===== src/rtl/load_store_unit.sv =====
// Load/store unit: one request at a time between execute and byte-addressed data memory.
// Checks funct3, alignment and range, strobes memory for one cycle, extends load data,
// and returns the result through a valid/ready response handshake.

`ifndef MEM_ACCESS_WIDTH
`define MEM_ACCESS_WIDTH 2
`endif
`ifndef MEM_ACCESS_BYTE
`define MEM_ACCESS_BYTE  2'd0
`endif
`ifndef MEM_ACCESS_HALF
`define MEM_ACCESS_HALF  2'd1
`endif
`ifndef MEM_ACCESS_WORD
`define MEM_ACCESS_WORD  2'd2
`endif

// state  | meaning
// IDLE   | req_ready high, waiting for a request
// ACCESS | memory strobe on the bus for this single cycle
// LDATA  | load data returned by memory, extend into resp_rdata
// RESP   | response held until resp_ready

module load_store_unit #(
   parameter int N         = 32,
   parameter int MEM_BYTES = 2048,
   parameter int ALIGN_CHK = 1
) (
   input  logic                         clk,
   input  logic                         rst_n,
   input  logic                         req_valid,
   output logic                         req_ready,
   input  logic                         req_we,
   input  logic [2:0]                   req_funct3,
   input  logic [N-1:0]                 req_addr,
   input  logic [N-1:0]                 req_wdata,
   output logic                         resp_valid,
   input  logic                         resp_ready,
   output logic [N-1:0]                 resp_rdata,
   output logic                         resp_err,
   output logic [`MEM_ACCESS_WIDTH-1:0] mem_access,
   output logic                         mem_rdEna,
   output logic                         mem_wrEna,
   output logic [N-1:0]                 mem_rdAddr,
   output logic [N-1:0]                 mem_wrAddr,
   output logic [N-1:0]                 mem_wrData,
   input  logic [N-1:0]                 mem_rdData
);

   typedef enum logic [1:0] {S_IDLE, S_ACCESS, S_LDATA, S_RESP} state_t;

   state_t state, state_nxt;
   logic   lat_we;
   logic [2:0] lat_f3;

   logic [2:0]                   size_bytes;
   logic [`MEM_ACCESS_WIDTH-1:0] access_code;
   logic [N:0]                   end_addr;
   logic                         illegal, misalign, range_err, req_err;
   logic [N-1:0]                 ext_rdata;

   logic                         resp_valid_nxt, resp_err_nxt;
   logic [N-1:0]                 resp_rdata_nxt;
   logic [`MEM_ACCESS_WIDTH-1:0] mem_access_nxt;
   logic                         mem_rdEna_nxt, mem_wrEna_nxt;
   logic [N-1:0]                 mem_rdAddr_nxt, mem_wrAddr_nxt, mem_wrData_nxt;

   assign req_ready = (state == S_IDLE);

   // request decode: size, access code and error classification
   always_comb begin
      case (req_funct3[1:0])
         2'd0:    begin size_bytes = 3'd1; access_code = `MEM_ACCESS_BYTE; end
         2'd1:    begin size_bytes = 3'd2; access_code = `MEM_ACCESS_HALF; end
         default: begin size_bytes = 3'd4; access_code = `MEM_ACCESS_WORD; end
      endcase
      if (req_we)
         illegal = (req_funct3 > 3'd2);
      else
         illegal = (req_funct3 == 3'd3) || (req_funct3 == 3'd6) || (req_funct3 == 3'd7);
      misalign = (ALIGN_CHK != 0) &&
                 (((req_funct3[1:0] == 2'd1) && req_addr[0]) ||
                  ((req_funct3[1:0] == 2'd2) && (req_addr[1:0] != 2'b00)));
      // one extra bit so addresses near the top of the space cannot wrap into range
      end_addr  = {1'b0, req_addr} + {{(N-2){1'b0}}, size_bytes};
      range_err = (end_addr > (N+1)'(MEM_BYTES));
      req_err   = illegal || misalign || range_err;
   end

   // load extension from the little-endian word returned by memory
   always_comb begin
      case (lat_f3)
         3'd0:    ext_rdata = {{(N-8){mem_rdData[7]}}, mem_rdData[7:0]};
         3'd1:    ext_rdata = {{(N-16){mem_rdData[15]}}, mem_rdData[15:0]};
         3'd4:    ext_rdata = {{(N-8){1'b0}}, mem_rdData[7:0]};
         3'd5:    ext_rdata = {{(N-16){1'b0}}, mem_rdData[15:0]};
         default: ext_rdata = mem_rdData;
      endcase
   end

   // state register and latched request attributes
   always_ff @(posedge clk or negedge rst_n) begin
      if (!rst_n) begin
         state  <= S_IDLE;
         lat_we <= 1'b0;
         lat_f3 <= 3'd0;
      end else begin
         state <= state_nxt;
         if (req_valid && req_ready) begin
            lat_we <= req_we;
            lat_f3 <= req_funct3;
         end
      end
   end

   // next-state logic
   always_comb begin
      state_nxt = state;
      case (state)
         S_IDLE:   if (req_valid) state_nxt = req_err ? S_RESP : S_ACCESS;
         S_ACCESS: state_nxt = lat_we ? S_RESP : S_LDATA;
         S_LDATA:  state_nxt = S_RESP;
         S_RESP:   if (resp_ready) state_nxt = S_IDLE;
         default:  state_nxt = S_IDLE;
      endcase
   end

   // next values of the registered outputs; memory strobes default low so they last one cycle
   always_comb begin
      mem_access_nxt = '0;
      mem_rdEna_nxt  = 1'b0;
      mem_wrEna_nxt  = 1'b0;
      mem_rdAddr_nxt = '0;
      mem_wrAddr_nxt = '0;
      mem_wrData_nxt = '0;
      resp_valid_nxt = resp_valid;
      resp_err_nxt   = resp_err;
      resp_rdata_nxt = resp_rdata;
      case (state)
         S_IDLE: begin
            if (req_valid) begin
               if (req_err) begin
                  resp_valid_nxt = 1'b1;
                  resp_err_nxt   = 1'b1;
                  resp_rdata_nxt = '0;
               end else begin
                  mem_access_nxt = access_code;
                  if (req_we) begin
                     mem_wrEna_nxt  = 1'b1;
                     mem_wrAddr_nxt = req_addr;
                     mem_wrData_nxt = req_wdata;
                  end else begin
                     mem_rdEna_nxt  = 1'b1;
                     mem_rdAddr_nxt = req_addr;
                  end
               end
            end
         end
         S_ACCESS: begin
            if (lat_we) begin
               resp_valid_nxt = 1'b1;
               resp_err_nxt   = 1'b0;
               resp_rdata_nxt = '0;
            end
         end
         S_LDATA: begin
            resp_valid_nxt = 1'b1;
            resp_err_nxt   = 1'b0;
            resp_rdata_nxt = ext_rdata;
         end
         S_RESP: begin
            if (resp_ready) begin
               resp_valid_nxt = 1'b0;
               resp_err_nxt   = 1'b0;
               resp_rdata_nxt = '0;
            end
         end
         default: ;
      endcase
   end

   // output registers
   always_ff @(posedge clk or negedge rst_n) begin
      if (!rst_n) begin
         mem_access <= '0;
         mem_rdEna  <= 1'b0;
         mem_wrEna  <= 1'b0;
         mem_rdAddr <= '0;
         mem_wrAddr <= '0;
         mem_wrData <= '0;
         resp_valid <= 1'b0;
         resp_err   <= 1'b0;
         resp_rdata <= '0;
      end else begin
         mem_access <= mem_access_nxt;
         mem_rdEna  <= mem_rdEna_nxt;
         mem_wrEna  <= mem_wrEna_nxt;
         mem_rdAddr <= mem_rdAddr_nxt;
         mem_wrAddr <= mem_wrAddr_nxt;
         mem_wrData <= mem_wrData_nxt;
         resp_valid <= resp_valid_nxt;
         resp_err   <= resp_err_nxt;
         resp_rdata <= resp_rdata_nxt;
      end
   end

endmodule


===== config.mk =====
export PLATFORM = sky130hd
export DESIGN_NAME = load_store_unit
export DESIGN_NICKNAME = d
export VERILOG_FILES = /design/src/rtl/load_store_unit.sv
export SDC_FILE = /design/constraint.sdc
export NUM_CORES = 1
export LEC_CHECK = 0
export BUFFER_PORTS_ARGS = -buffer_cell sky130_fd_sc_hd__buf_4
export CAP_MARGIN = 20
export CORE_MARGIN = 3
export CORE_UTILIZATION = 40
export DETAILED_ROUTE_END_ITERATION = 10
export PLACE_DENSITY = 0.71
export SLEW_MARGIN = 0
export SYNTH_ARGS = -nofsm -noshare
export SYNTH_HDL_FRONTEND = slang
export SYNTH_SLANG_ARGS = --single-unit

===== constraint.sdc =====
create_clock -name clk -period 2.1 [get_ports clk]
set_clock_uncertainty 0.1 [all_clocks]
set_input_delay 0.105 -clock clk [delete_from_list [all_inputs] [get_ports clk]]
set_output_delay 0.105 -clock clk [all_outputs]
set_load 0.01 [all_outputs]

Word level (Yosys, flattened, before mapping)

Index checks and enable logic that the tools add are counted.
Widths: inputs -> output; s select.

Flip-flop bits (word level): 140
Latch bits: 0
RAM bits: 0
Bits in read-only memories: 0
Input bits: 104
Output and inout bits: 135
Logic and storage cells: 88
Memories: 0

Add/sub/neg operators: 1
Multipliers: 0
Divide/modulo/power cells: 0
$lt $le $gt $ge: 2
Equality and inequality tests: 15
Shifts and indexed selects: 0
Multiplexer cells: 44
Bitwise operators: 0
Reductions and logical operators: 14

Operators with widths:

| kind                 | number |
|---|---|
| $mux 32              | 16 |
| $pmux 32 s4          | 2 |
| $add 32x3->33        | 1 |
| $gt 33x12->1 const B | 1 |
| $mux 1               | 15 |
| $eq 3x3->1 const B   | 4 |
| $mux 2               | 6 |
| $pmux 1 s4           | 2 |
| $pmux 2 s4           | 1 |
| $eq 2x2->1 const B   | 3 |
| $ne 2x2->1 const B   | 3 |
| $pmux 3 s2           | 1 |
| $logic_or 1x1->1     | 5 |
| $eq 2x1->1 const B   | 2 |
| $logic_not 2->1      | 2 |
| $pmux 2 s2           | 1 |
| $reduce_and 4->1     | 1 |
| $eq 3x1->1 const B   | 1 |
| $eq 3x2->1 const B   | 1 |
| $gt 3x2->1 const B   | 1 |
| $logic_and 1x1->1    | 3 |
| $logic_not 3->1      | 1 |
| $ne 2x1->1 const B   | 1 |
| $reduce_and 2->1     | 1 |
| $reduce_bool 2->1    | 1 |

Depth between registers and ports, before layout

Gate-level depths: netlist of run 1.

Depth after elaboration: 9
Mapped depth: 13
Mapped depth without buffers: 12

Worst setup path before layout of run 1

Ideal clock, no wire load.

Path kind: input to register
Start: in req_funct3[1]
End: reg resp_rdata[31]
Setup time: 0.128 ns
Data arrival time: 2.993 ns
Required time: 1.872 ns
Setup slack: -1.120 ns
Stages on the path: 13
Path through: nor2_1 > ha_1 > inv_1 > fa_1 > and2b_1 > o2111ai_2 > nor4_1 > o32ai_1 > nor4_2 > nand4_4 > o21ai_4 > buf_6 > mux2_1

Longest elaborated chain between the ends: 8

Ends and longest elaborated chain:

| item                                                                  | line | RTL |
|---|---|---|
| start: declaration                                                    | 34   | `input logic [2:0] req_funct3,` |
| parallel branches: the longest is 5 deep, another holds $add 32x3->33 | -    |  |
| $logic_or 1x1->1 *                                                    | 87   | `req_err = illegal \|\| misalign \|\| range_err;` |
| $ne 2x1->1 (no line) *                                                | -    |  |
| $reduce_and 4->1 (no line) *                                          | -    |  |
| end signal: assignment                                                | 203  | `resp_rdata <= resp_rdata_nxt;` |
| end: declaration                                                      | 39   | `output logic [N-1:0] resp_rdata,` |

Mark *: on every way between the ends.
A chain may end at the register's enable or synchronous reset.

Final worst setup path of run 1

Start: in req_funct3[0]
End: reg resp_rdata[21]

Same word-level chain as after synthesis.

==> key figures, run 1 <==
Status
  • Status: finished with violations
  • Violated checks: setup timing

Final layout
  • Final Util: 73.99%
  • Area growth, synth to finish: 79.83%
  • Nets: 1023
  • Antenna cell count: 0
  • Most common cell after layout, fill and taps aside: buf_4
  • Commonest cells after routing, fill and taps aside: 306 x buf_4, 140 x dfrtp_1, 62 x dlygate4sd3_1, 40 x and2_1, 40 x conb_1
  • Layout cell share with drive strength beyond 1: 48.70%

Min path
  • Hold Crit Class: in2reg

Logic synthesis
  • Synth cell types: 59
  • FFs w/ async S/R, synth: 100.0%
  • Synth top area share: 61.11%
  • Yosys reg bits: 140
  • Top post-synthesis cells by area: dfrtp_1 61%, and2_1 6.5%, mux2_1 4.9%
  • Synthesized area: 0.005733 mm2
  • Post-synth EDFFs: 0
  • Post-Synthesis Cells: 475
  • Avg Inst Size Synth: 12.07 um2
  • Top_reg_cell synth: dfrtp_1
  • Post-synthesis sequential area ratio: 61.11%
  • Synth warnings: 0
  • Cell taking the most area after synthesis: dfrtp_1

Routing
  • Drt first pass iters: 4
  • Antenna-violating nets left: 0
  • Routed WL: 19130 um
  • Iter 0 DRT Violations: 221
  • Via count: 5276
  • Vias per cell: 4.779
  • WL per Instance: 17.33 um
  • # DRC: 0

STA
  • Crit share post-route: 134.4%
  • F_max: 354.3 MHz
  • Final Hold Viols: 0
  • Max-slew violation count: 0
  • Period minus WS final: 2822 ps
  • RSZ-0062 raised after global routing: true
  • Final worst slack: -722.1 ps
  • Final setup fails: 95
  • Setup_tns: -60560 ps

Die
  • Die area: 0.01581 mm2
  • DIE WIDTH: 125.7 um
  • Die Y: 125.7 um
  • Starting Density: 41.14%
  • Core Area: 0.01393 mm2
  • Std-Cell Rows: 43
  • I/O pins: 239

Clock tree
  • H-tree Lvls: 4
  • TritonCTS buffer count: 17
  • Sink Count: 140
  • Worst-path clk slew: 70 ps
  • Root Driver: clkbuf_16
  • Clock buffer depth: 2
  • Clk_lat worst skew: 400 ps
  • CTS tree: built

Global route
  • Initial antenna violation count: 0
  • Grt ovf: 0
  • Vias in the first global route: 5695
  • Global-route wire length before repair: 29480 um
  • Gr usage total: 23.44%
  • Pin count of the biggest net entering global routing: 50

Power
  • Sw Share: 31.65%
  • PD cells: 938.8 mW/mm2
  • Internal Pwr Total: 6.616 mW
  • Comb pwr share: 35.2%
  • Clk pwr share: 31.0%
  • Switching power: 3.063 mW
  • LEAKAGE: 5.289 nW
  • Peak supply drop: 0.0005647 V
  • Sequential share of power: 33.8%

Critical path
  • Critical Path Source Type: input port
  • Worst setup EP type: flip-flop
  • CP Class: in2reg
  • Reg2Reg Setup Slack: -60 ps
  • Worst-path fanout max: 7
  • Req. time, crit path: 2290 ps
  • CP arrival: 3020 ps

Placement
  • Buffers on Ports: 238
  • Gp weighted congestion: 0.8736
  • DP HPWL: 12450 um

Run
  • # Max-Cap Violations: 0
cell families (layout without fill, tap and decap cells):
group           after synthesis  in the layout  share of synthesized area, %
flops                       140            140                         61.11
simple gates                147            147                         15.08
mux                          38             38                         7.246
xor+xnor                      5              5                        0.7640
compound gates               82             82                         9.843
fa+ha+maj                     8              8                         1.877
other cells                   1             40                       0.06541
buf+inv                      54            464                         4.016
power by group through the flow:
stage | Clock (mW) | Combinational, mW | Sequential (mW)
6_report | 3.00 | 3.41 | 3.27
5_1_grt | 3.17 | 3.66 | 3.31
4_1_cts | 3.05 | 2.98 | 3.25
3_5_place_dp | 0 | 2.62 | 3.30
3_3_place_gp | 0 | 2.52 | 3.27
2_1_floorplan | 0 | 1.35 | 3.36
per-layer routing:
layer  vias to the layer above  global-route usage (%)  share of wire [%]
li1                       2470                       -                  -
met1                      2569                   26.62                 39
met2                       199                   43.05                 54
met3                        38                   4.368                4.6
met4                         0                   9.949                2.7
met5                         -                       0                  0
registers in the layout, indices dropped and copies added (netlist names):
register and count:
lat_f3 3, lat_we 1, mem_access 2, mem_rdAddr 32, mem_rdEna 1, mem_wrAddr 32
mem_wrData 32, mem_wrEna 1, resp_err 1, resp_rdata 32, resp_valid 1, state 2
what timing repair did:
action / 4_1_cts / 5_1_grt
gates cloned: 4 / 3
hold buffers: 62 / 0
endpoints found under the setup margin: 95 / 98
endpoints found under the hold margin: 173 / 0
resized for setup: 49 / 43
setup buffers: 10 / 3
pin swaps: 3 / 30
cells in the mapped netlist (7+ instances only):
library cell / number
a21boi_0: 9
inv_1: 38
mux2_1: 25
nand3_1: 13
o21ai_0: 11
nor4_1: 8
dfrtp_1: 140
nor2_1: 11
ha_1: 7
nand2_1: 21
a21oi_1: 28
clkbuf_1: 9
and2_1: 60
mux2i_1: 10
stage by stage:
step	worst slack, ps	std cells	instance area, um2	power, mW	hold slack, ps
6_report	-722.1	1104	10310	9.679	22.84
5_1_grt	-830.2	1104	10310	10.14	35.01
4_1_cts	-645.8	1100	10090	9.281	9.510
3_5_place_dp	-1139	993	8522	5.917	-18.12
3_3_place_gp	-1055	993	8522	5.794	-18.52
2_1_floorplan	-941.9	514	5972	4.703	-290.6
worst max-delay path, stage by stage:
cell       delay (ps)
buf_8             100
nor2_4            110
ha_4              140
inv_2              40
fa_2              350
and2b_2           260
o2111ai_4         190
buf_6             180
o31ai_4           170
nand3_2           130
nor4_4            270
nand4_4           160
o21ai_4           190
buf_6             150
clkbuf_16         170
mux2_4            300
final timing paths:
path                           startpoint        endpoint  cells after the start
setup / recovery            req_funct3[0]  resp_rdata[21]                     16
hold / removal             mem_rdData[25]  resp_rdata[25]                      4
setup reg to reg                 state[1]  resp_rdata[21]                     10
hold reg to reg            resp_rdata[22]  resp_rdata[22]                      1
max in group asynchronous           rst_n   resp_rdata[5]                      3
min in group asynchronous           rst_n  resp_rdata[16]                      2
area by class of cell:
class                           instances  area [um2]
Clock buffer                           17       425.4
Multi-Input combinational cell        320        2512
Timing Repair Buffer                  394        3331
Sequential cell                       140        3503
Tap cell                              180       225.2
Fill cell                             932        3625
Clock inverter                         15       170.2
Inverter                               38       142.6
(Power assumes the default switching activity.)
==> run 2: changes to the inputs <==
==> constraint.sdc (replaced) <==
create_clock -name clk -period 2.1 [get_ports clk]
set_clock_uncertainty 0.1 [all_clocks]
set_input_delay 0.42 -clock clk [delete_from_list [all_inputs] [get_ports clk]]
set_output_delay 0.42 -clock clk [all_outputs]
set_load 0.01 [all_outputs]
==> run 2 against run 1 <==
Effect of this change: the flow still finishes with violations (setup timing); via count fell by 5.6%; critical endpoint is now mem_wrData[4]; fmax fell by 11%; non-clock buffer count fell by 63; cell count fell by 5.7%.
==> key figures, run 2 (synthesis results as in run 1) <==
Power
  • LEAKAGE: 4.964 nW (was 5.289 nW)
  • PD cells: 963.8 mW/mm2 (was 938.8 mW/mm2)
  • Peak supply drop: 0.0005749 V (was 0.0005647 V)
  • Overall power: 9.208 mW (was 9.679 mW)

Critical path
  • Worst r2r src: state[1] (unchanged)
  • Critical Path End: mem_wrData[4] (was resp_rdata[21])
  • CP Class: in2reg (unchanged)
  • CP Launch Point: req_funct3[1] (was req_funct3[0])
  • R2R cell count: 9 (was 10)
  • Worst-path fanout max: 8 (was 7)
  • Worst setup EP type: flip-flop (unchanged)
  • RR Endpoint: resp_rdata[29] (was resp_rdata[21])
  • CP arrival: 3430 ps (was 3020 ps)
  • Reg2Reg Setup Slack: 10 ps (was -60 ps)
  • Critical Path Source Type: input port (unchanged)
  • Req. time, crit path: 2340 ps (was 2290 ps)

Final layout
  • Finished Layout Cells: 1041 (was 1104)
  • Area growth, synth to finish: 66.65% (was 79.83%)
  • Most common cell after layout, fill and taps aside: buf_4 (unchanged)
  • Nets: 960 (was 1023)
  • Final Util: 68.56% (was 73.99%)
  • Post-route cell area: 0.009554 mm2 (was 0.01031 mm2)
  • Commonest cells after routing, fill and taps aside: 308 x buf_4, 140 x dfrtp_1, 47 x and2_1, 40 x conb_1, 36 x inv_1 (was 306 x buf_4, 140 x dfrtp_1, 62 x dlygate4sd3_1, 40 x and2_1, 40 x conb_1)
  • Layout cell share with drive strength beyond 1: 49.25% (was 48.70%)
  • Antenna cell count: 0 (unchanged)

Clock tree
  • Clock buffer depth: 2 (unchanged)
  • Worst-path clk slew: 70 ps (about the same)
  • Clk_lat worst skew: 410 ps (was 400 ps)
  • Sink Count: 140 (unchanged)
  • TritonCTS buffer count: 17 (unchanged)
  • Root Driver: clkbuf_16 (unchanged)
  • CTS tree: built (unchanged)
  • H-tree Lvls: 4 (unchanged)

STA
  • RSZ-0062 raised after global routing: true (unchanged)
  • Period minus WS final: 3186 ps (was 2822 ps)
  • F_max: 313.9 MHz (was 354.3 MHz)
  • Hold WS: 117.1 ps (was 22.84 ps)
  • Final Hold Viols: 0 (unchanged)
  • Crit share post-route: 151.7% (was 134.4%)
  • Final setup fails: 95 (unchanged)
  • Final worst slack: -1086 ps (was -722.1 ps)
  • Setup_tns: -95540 ps (was -60560 ps)
  • Max-slew violation count: 0 (unchanged)

Run
  • # Max-Cap Violations: 0 (unchanged)

Global route
  • Gr usage total: 22.02% (was 23.44%)
  • Pin count of the biggest net entering global routing: 51 (was 50)
  • Grt ovf: 0 (unchanged)
  • Global-route wire length before repair: 27600 um (was 29480 um)
  • Initial antenna violation count: 0 (unchanged)
  • Vias in the first global route: 5234 (was 5695)

Die
  • I/O pins: 239 (unchanged)
  • DIE WIDTH: 125.7 um (unchanged)
  • Starting Density: 41.14% (unchanged)
  • Die Y: 125.7 um (unchanged)
  • Std-Cell Rows: 43 (unchanged)
  • Core Area: 0.01393 mm2 (unchanged)
  • Die area: 0.01581 mm2 (unchanged)

Placement
  • Post-Place Cells: 994 (was 993)
  • Setup WS pre-CTS: -1497 ps (was -1139 ps)
  • Buffers on Ports: 238 (unchanged)
  • DP HPWL: 12640 um (was 12450 um)
  • DP Area: 0.008542 mm2 (was 0.008522 mm2)
  • Gp weighted congestion: 0.8829 (was 0.8736)

Routing
  • WL per Instance: 16.67 um (was 17.33 um)
  • Via count: 4981 (was 5276)
  • Antenna-violating nets left: 0 (unchanged)
  • Iter 0 DRT Violations: 285 (was 221)
  • Drt first pass iters: 4 (unchanged)
  • Vias per cell: 4.785 (was 4.779)
  • # DRC: 0 (unchanged)
  • Routed WL: 17360 um (was 19130 um)

Status
  • Status: finished with violations (unchanged)
  • Violated checks: setup timing (unchanged)

Min path
  • Hold Crit Class: in2reg (unchanged)
run 2: layout make-up:
cell class              instances  area (um2)
fillers                      1030        4380
clock inverters                15       220.2
well taps                     180       225.2
clock buffers                  17       425.4
flip-flops and latches        140        3503
multi-input cells             320        2366
repair buffers                331        2671
inverters                      38       142.6
run 2: what timing repair did:
item,in CTS,in global routing
pin swaps,17,8
buffers inserted,9,2
hold endpoints to repair,46,0
gates resized for setup,42,9
gates cloned,4,0
endpoints found under the setup margin,95,95
hold buffers,1,0
run 2: power by group:
| part | leakage, nW | internal, mW | switching, mW | total [mW] |
|---|---|---|---|---|
| Combinational | 2.82 | 1.42 | 1.28 | 2.70 |
| Clock | 0.317 | 1.94 | 1.30 | 3.25 |
| Sequential | 1.83 | 3.03 | 0.230 | 3.26 |
| Total | 4.96 | 6.39 | 2.82 | 9.21 |
run 2: how the worst min path moves through the flow:
stage,start,endpoint,slack [ps],cells past startpoint
after global placement,rst_n,resp_rdata[16],280,1
after global routing,req_wdata[5],mem_wrData[5],110,2
after floorplan,rst_n,lat_f3[0],20,0
final,req_wdata[28],mem_wrData[28],120,2
after CTS,req_wdata[22],mem_wrData[22],110,2
after detailed placement,rst_n,resp_rdata[16],280,1
run 2: critical path: stages:
cell and delay, ps:
buf_8 110, nor2_4 110, ha_4 130, inv_2 30
fa_2 320, and2b_2 260, o2111ai_4 210, buf_6 190
o31ai_4 190, nand3_2 120, nor4_4 280, nand4_4 170
buf_6 170, nor3_4 170, buf_6 170, buf_12 110
buf_16 120, and2_1 130
run 2: metal layers:
metal	share of wire [%]	wire, um	track usage (%)
met5	0	0	0
met1	39	6840	26.31
met2	52	8991	38.55
met4	3.7	638	10.20
met3	5.1	888	4.114
==> run 3: changes to the inputs <==
--- a/config.mk
+++ b/config.mk
@@ -5,12 +5,13 @@
 export SDC_FILE = /design/constraint.sdc
 export NUM_CORES = 1
 export LEC_CHECK = 0
+export ABC_AREA = 1
 export BUFFER_PORTS_ARGS = -buffer_cell sky130_fd_sc_hd__buf_4
 export CAP_MARGIN = 20
 export CORE_MARGIN = 3
 export CORE_UTILIZATION = 40
 export DETAILED_ROUTE_END_ITERATION = 10
-export PLACE_DENSITY = 0.71
+export PLACE_DENSITY = 0.7
 export SLEW_MARGIN = 0
 export SYNTH_ARGS = -nofsm -noshare
 export SYNTH_HDL_FRONTEND = slang
==> run 3 against run 2 <==
Effect of this change: the flow still finishes with violations (setup timing); cell count rose by 31%; synthesized cell count grew 58%; total power grew 6.9%; sequential power increased by 3%.
==> key figures, run 3 <==
STA
  • Crit share post-route: 133.5% (was 151.7%)
  • Final Hold Viols: 0 (unchanged)
  • Worst rel slew slack: 61.97%
  • RSZ-0062 raised after global routing: true (unchanged)
  • Final worst slack: -703.7 ps (was -1086 ps)
  • F_max: 356.7 MHz (was 313.9 MHz)
  • Worst Max-Slew Pin Slew: 569.1 ps
  • Setup_tns: -56780 ps (was -95540 ps)
  • Max-slew violation count: 0 (unchanged)
  • Hold WS: 121.0 ps (was 117.1 ps)
  • Period minus WS final: 2804 ps (was 3186 ps)
  • Final setup fails: 95 (unchanged)

Logic synthesis
  • Synth warnings: 0 (unchanged)
  • Cell taking the most area after synthesis: dfrtp_1 (unchanged)
  • Avg Inst Size Synth: 8.491 um2 (was 12.07 um2)
  • Synth cell types: 30 (was 59)
  • Post-Synthesis Cells: 750 (was 475)
  • FFs w/ async S/R, synth: 100.0% (unchanged)
  • Synth top area share: 55.01% (was 61.11%)
  • Synthesized area: 0.006369 mm2 (was 0.005733 mm2)
  • Top post-synthesis cells by area: dfrtp_1 55%, nand2_1 12%, nor2_1 6.7% (was dfrtp_1 61%, and2_1 6.5%, mux2_1 4.9%)
  • Leading cell types by count after synthesis: 206 x nand2_1, 140 x dfrtp_1, 114 x nor2_1 (was 140 x dfrtp_1, 60 x and2_1, 38 x inv_1)
  • Count leader, synth: nand2_1 (was dfrtp_1)
  • Top_reg_cell synth: dfrtp_1 (unchanged)
  • Yosys reg bits: 140 (unchanged)
  • Post-synth EDFFs: 0 (unchanged)
  • Post-synthesis sequential area ratio: 55.01% (was 61.11%)

Final layout
  • Post-route cell area: 0.01083 mm2 (was 0.009554 mm2)
  • Antenna cell count: 0 (unchanged)
  • Most common cell after layout, fill and taps aside: buf_4 (unchanged)
  • Area growth, synth to finish: 70.10% (was 66.65%)
  • Commonest cells after routing, fill and taps aside: 320 x buf_4, 185 x nand2_1, 140 x dfrtp_1, 92 x nor2_1, 88 x inv_1 (was 308 x buf_4, 140 x dfrtp_1, 47 x and2_1, 40 x conb_1, 36 x inv_1)
  • Final Util: 70.48% (was 68.56%)
  • Nets: 1253 (was 960)
  • Layout cell share with drive strength beyond 1: 45.93% (was 49.25%)
  • Finished Layout Cells: 1365 (was 1041)
  • Fill count: 1184 (was 1030)

Placement
  • Gp weighted congestion: 0.8940 (was 0.8829)
  • DP Area: 0.009376 mm2 (was 0.008542 mm2)
  • Setup WS pre-CTS: -1104 ps (was -1497 ps)
  • DP HPWL: 14260 um (was 12640 um)
  • Buffers on Ports: 238 (unchanged)
  • Post-Place Cells: 1306 (was 994)

Power
  • Peak supply drop: 0.0005423 V (was 0.0005749 V)
  • LEAKAGE: 5.861 nW (was 4.964 nW)
  • PD cells: 908.8 mW/mm2 (was 963.8 mW/mm2)
  • Overall power: 9.845 mW (was 9.208 mW)

Die
  • I/O pins: 239 (unchanged)
  • Core Area: 0.01537 mm2 (was 0.01393 mm2)
  • Starting Density: 41.43% (was 41.14%)
  • Die area: 0.01747 mm2 (was 0.01581 mm2)
  • Std-Cell Rows: 45 (was 43)
  • Die Y: 132.2 um (was 125.7 um)
  • DIE WIDTH: 132.2 um (was 125.7 um)

Clock tree
  • Root Driver: clkbuf_16 (unchanged)
  • Worst-path clk slew: 60 ps (was 70 ps)
  • Clock buffer depth: 2 (unchanged)
  • Sink Count: 140 (unchanged)
  • H-tree Lvls: 4 (unchanged)
  • Clk_lat worst skew: 420 ps (was 410 ps)
  • CTS tree: built (unchanged)
  • TritonCTS buffer count: 17 (unchanged)

Routing
  • # DRC: 0 (unchanged)
  • Vias per cell: 4.571 (was 4.785)
  • Drt first pass iters: 6 (was 4)
  • Via count: 6240 (was 4981)
  • Routed WL: 20380 um (was 17360 um)
  • Antenna-violating nets left: 0 (unchanged)
  • Iter 0 DRT Violations: 387 (was 285)
  • WL per Instance: 14.93 um (was 16.67 um)

Global route
  • Global-route wire length before repair: 30750 um (was 27600 um)
  • Initial antenna violation count: 0 (unchanged)
  • Gr usage total: 22.10% (was 22.02%)
  • Vias in the first global route: 6104 (was 5234)
  • Grt ovf: 0 (unchanged)
  • Pin count of the biggest net entering global routing: 54 (was 51)

Min path
  • Hold path cells: 3 (was 2)
  • Hold Path Sink: mem_wrData[17] (was mem_wrData[28])
  • Hold_sp: req_wdata[17] (was req_wdata[28])
  • Hold Crit Class: in2reg (unchanged)

Critical path
  • Reg2Reg Setup Slack: 110 ps (was 10 ps)
  • CP Class: in2reg (unchanged)
  • RR Endpoint: resp_rdata[5] (was resp_rdata[29])
  • Critical Path Source Type: input port (unchanged)
  • R2R cell count: 9 (unchanged)
  • Req. time, crit path: 2350 ps (was 2340 ps)
  • Worst-path fanout max: 5 (was 8)
  • CP arrival: 3060 ps (was 3430 ps)
  • Worst setup EP type: flip-flop (unchanged)
  • Worst r2r src: state[1] (unchanged)

Status
  • Status: finished with violations (unchanged)
  • Violated checks: setup timing (unchanged)

Run
  • # Max-Cap Violations: 0 (unchanged)
run 3: cell types whose count changed after synthesis, sizes merged, moves of 10 or more:
cell / previous run / this run
nand3: 13 / 59
inv: 38 / 96
mux2: 28 / 0
mux2i: 10 / 0
nand2: 21 / 212
nor2: 11 / 164
a21oi: 28 / 16
and2: 60 / 2
run 3: power breakdown:
group	switching [mW]	leakage, nW	internal [mW]
logic	1.84	3.73	1.49
clock network	1.22	0.300	1.93
registers	0.263	1.83	3.10
run 3: worst max path at each step:
stage | from | to | slack (ps) | cells past startpoint
after floorplan | req_funct3[1] | mem_wrAddr[11] | -740 | 19
after global placement | req_funct3[0] | mem_wrAddr[1] | -1050 | 20
after detailed placement | req_funct3[1] | mem_wrData[14] | -1100 | 24
after CTS | req_funct3[1] | resp_rdata[7] | -610 | 24
after global routing | req_funct3[1] | resp_rdata[3] | -850 | 21
final | req_funct3[1] | resp_rdata[7] | -700 | 21
run 3: final cells by class:
type / instances / area, um2 / share of cell area, %
sequential: 140 / 3503 / 32.34
multi-input combinational: 533 / 3062 / 28.26
timing repair buffer: 349 / 2962 / 27.34
clock buffer: 18 / 439.2 / 4.054
inverter: 99 / 409.1 / 3.777
tap: 211 / 264.0 / 2.437
clock inverter: 14 / 182.7 / 1.686
timing repair inverter: 1 / 11.26 / 0.1040
run 3: critical path, stage by stage:
cell	delay [ps]
buf_12	120
nor2_2	160
inv_1	110
fa_2	390
inv_2	90
buf_4	100
buf_4	100
nand2_2	60
a21oi_2	130
nand3_1	100
nor2_1	110
nand2_1	60
nor2_1	130
nor2_2	80
nor2_4	130
buf_6	120
nand4_4	190
nand2_8	180
clkbuf_16	170
nand2_1	50
nand2_1	50
run 3: kinds of logic (layout without fill, tap and decap cells):
kind of cell	count (synthesis)	count (layout)	synth area share, %
compound gates	33	33	2.633
xor+xnor	3	3	0.4126
fa+ha+maj	8	8	1.690
buf+inv	116	481	7.682
flops	140	140	55.01
other cells	1	40	0.05888
simple gates	449	449	32.51
run 3: layer usage:
layer / wire length [um] / GRT usage (%)
met4: 323 / 6.697
met3: 1095 / 5.725
met2: 10810 / 38.94
met1: 8155 / 26.67
met5: 0 / 0
run 3: repair_timing:
item / 4_1_cts / 5_1_grt
pin swaps: 8 / 23
resized for setup: 51 / 76
cloned: 4 / 7
hold buffers: 1 / 0
endpoints found under the setup margin: 95 / 96
endpoints found under the hold margin: 48 / 0
buffers inserted: 10 / 8
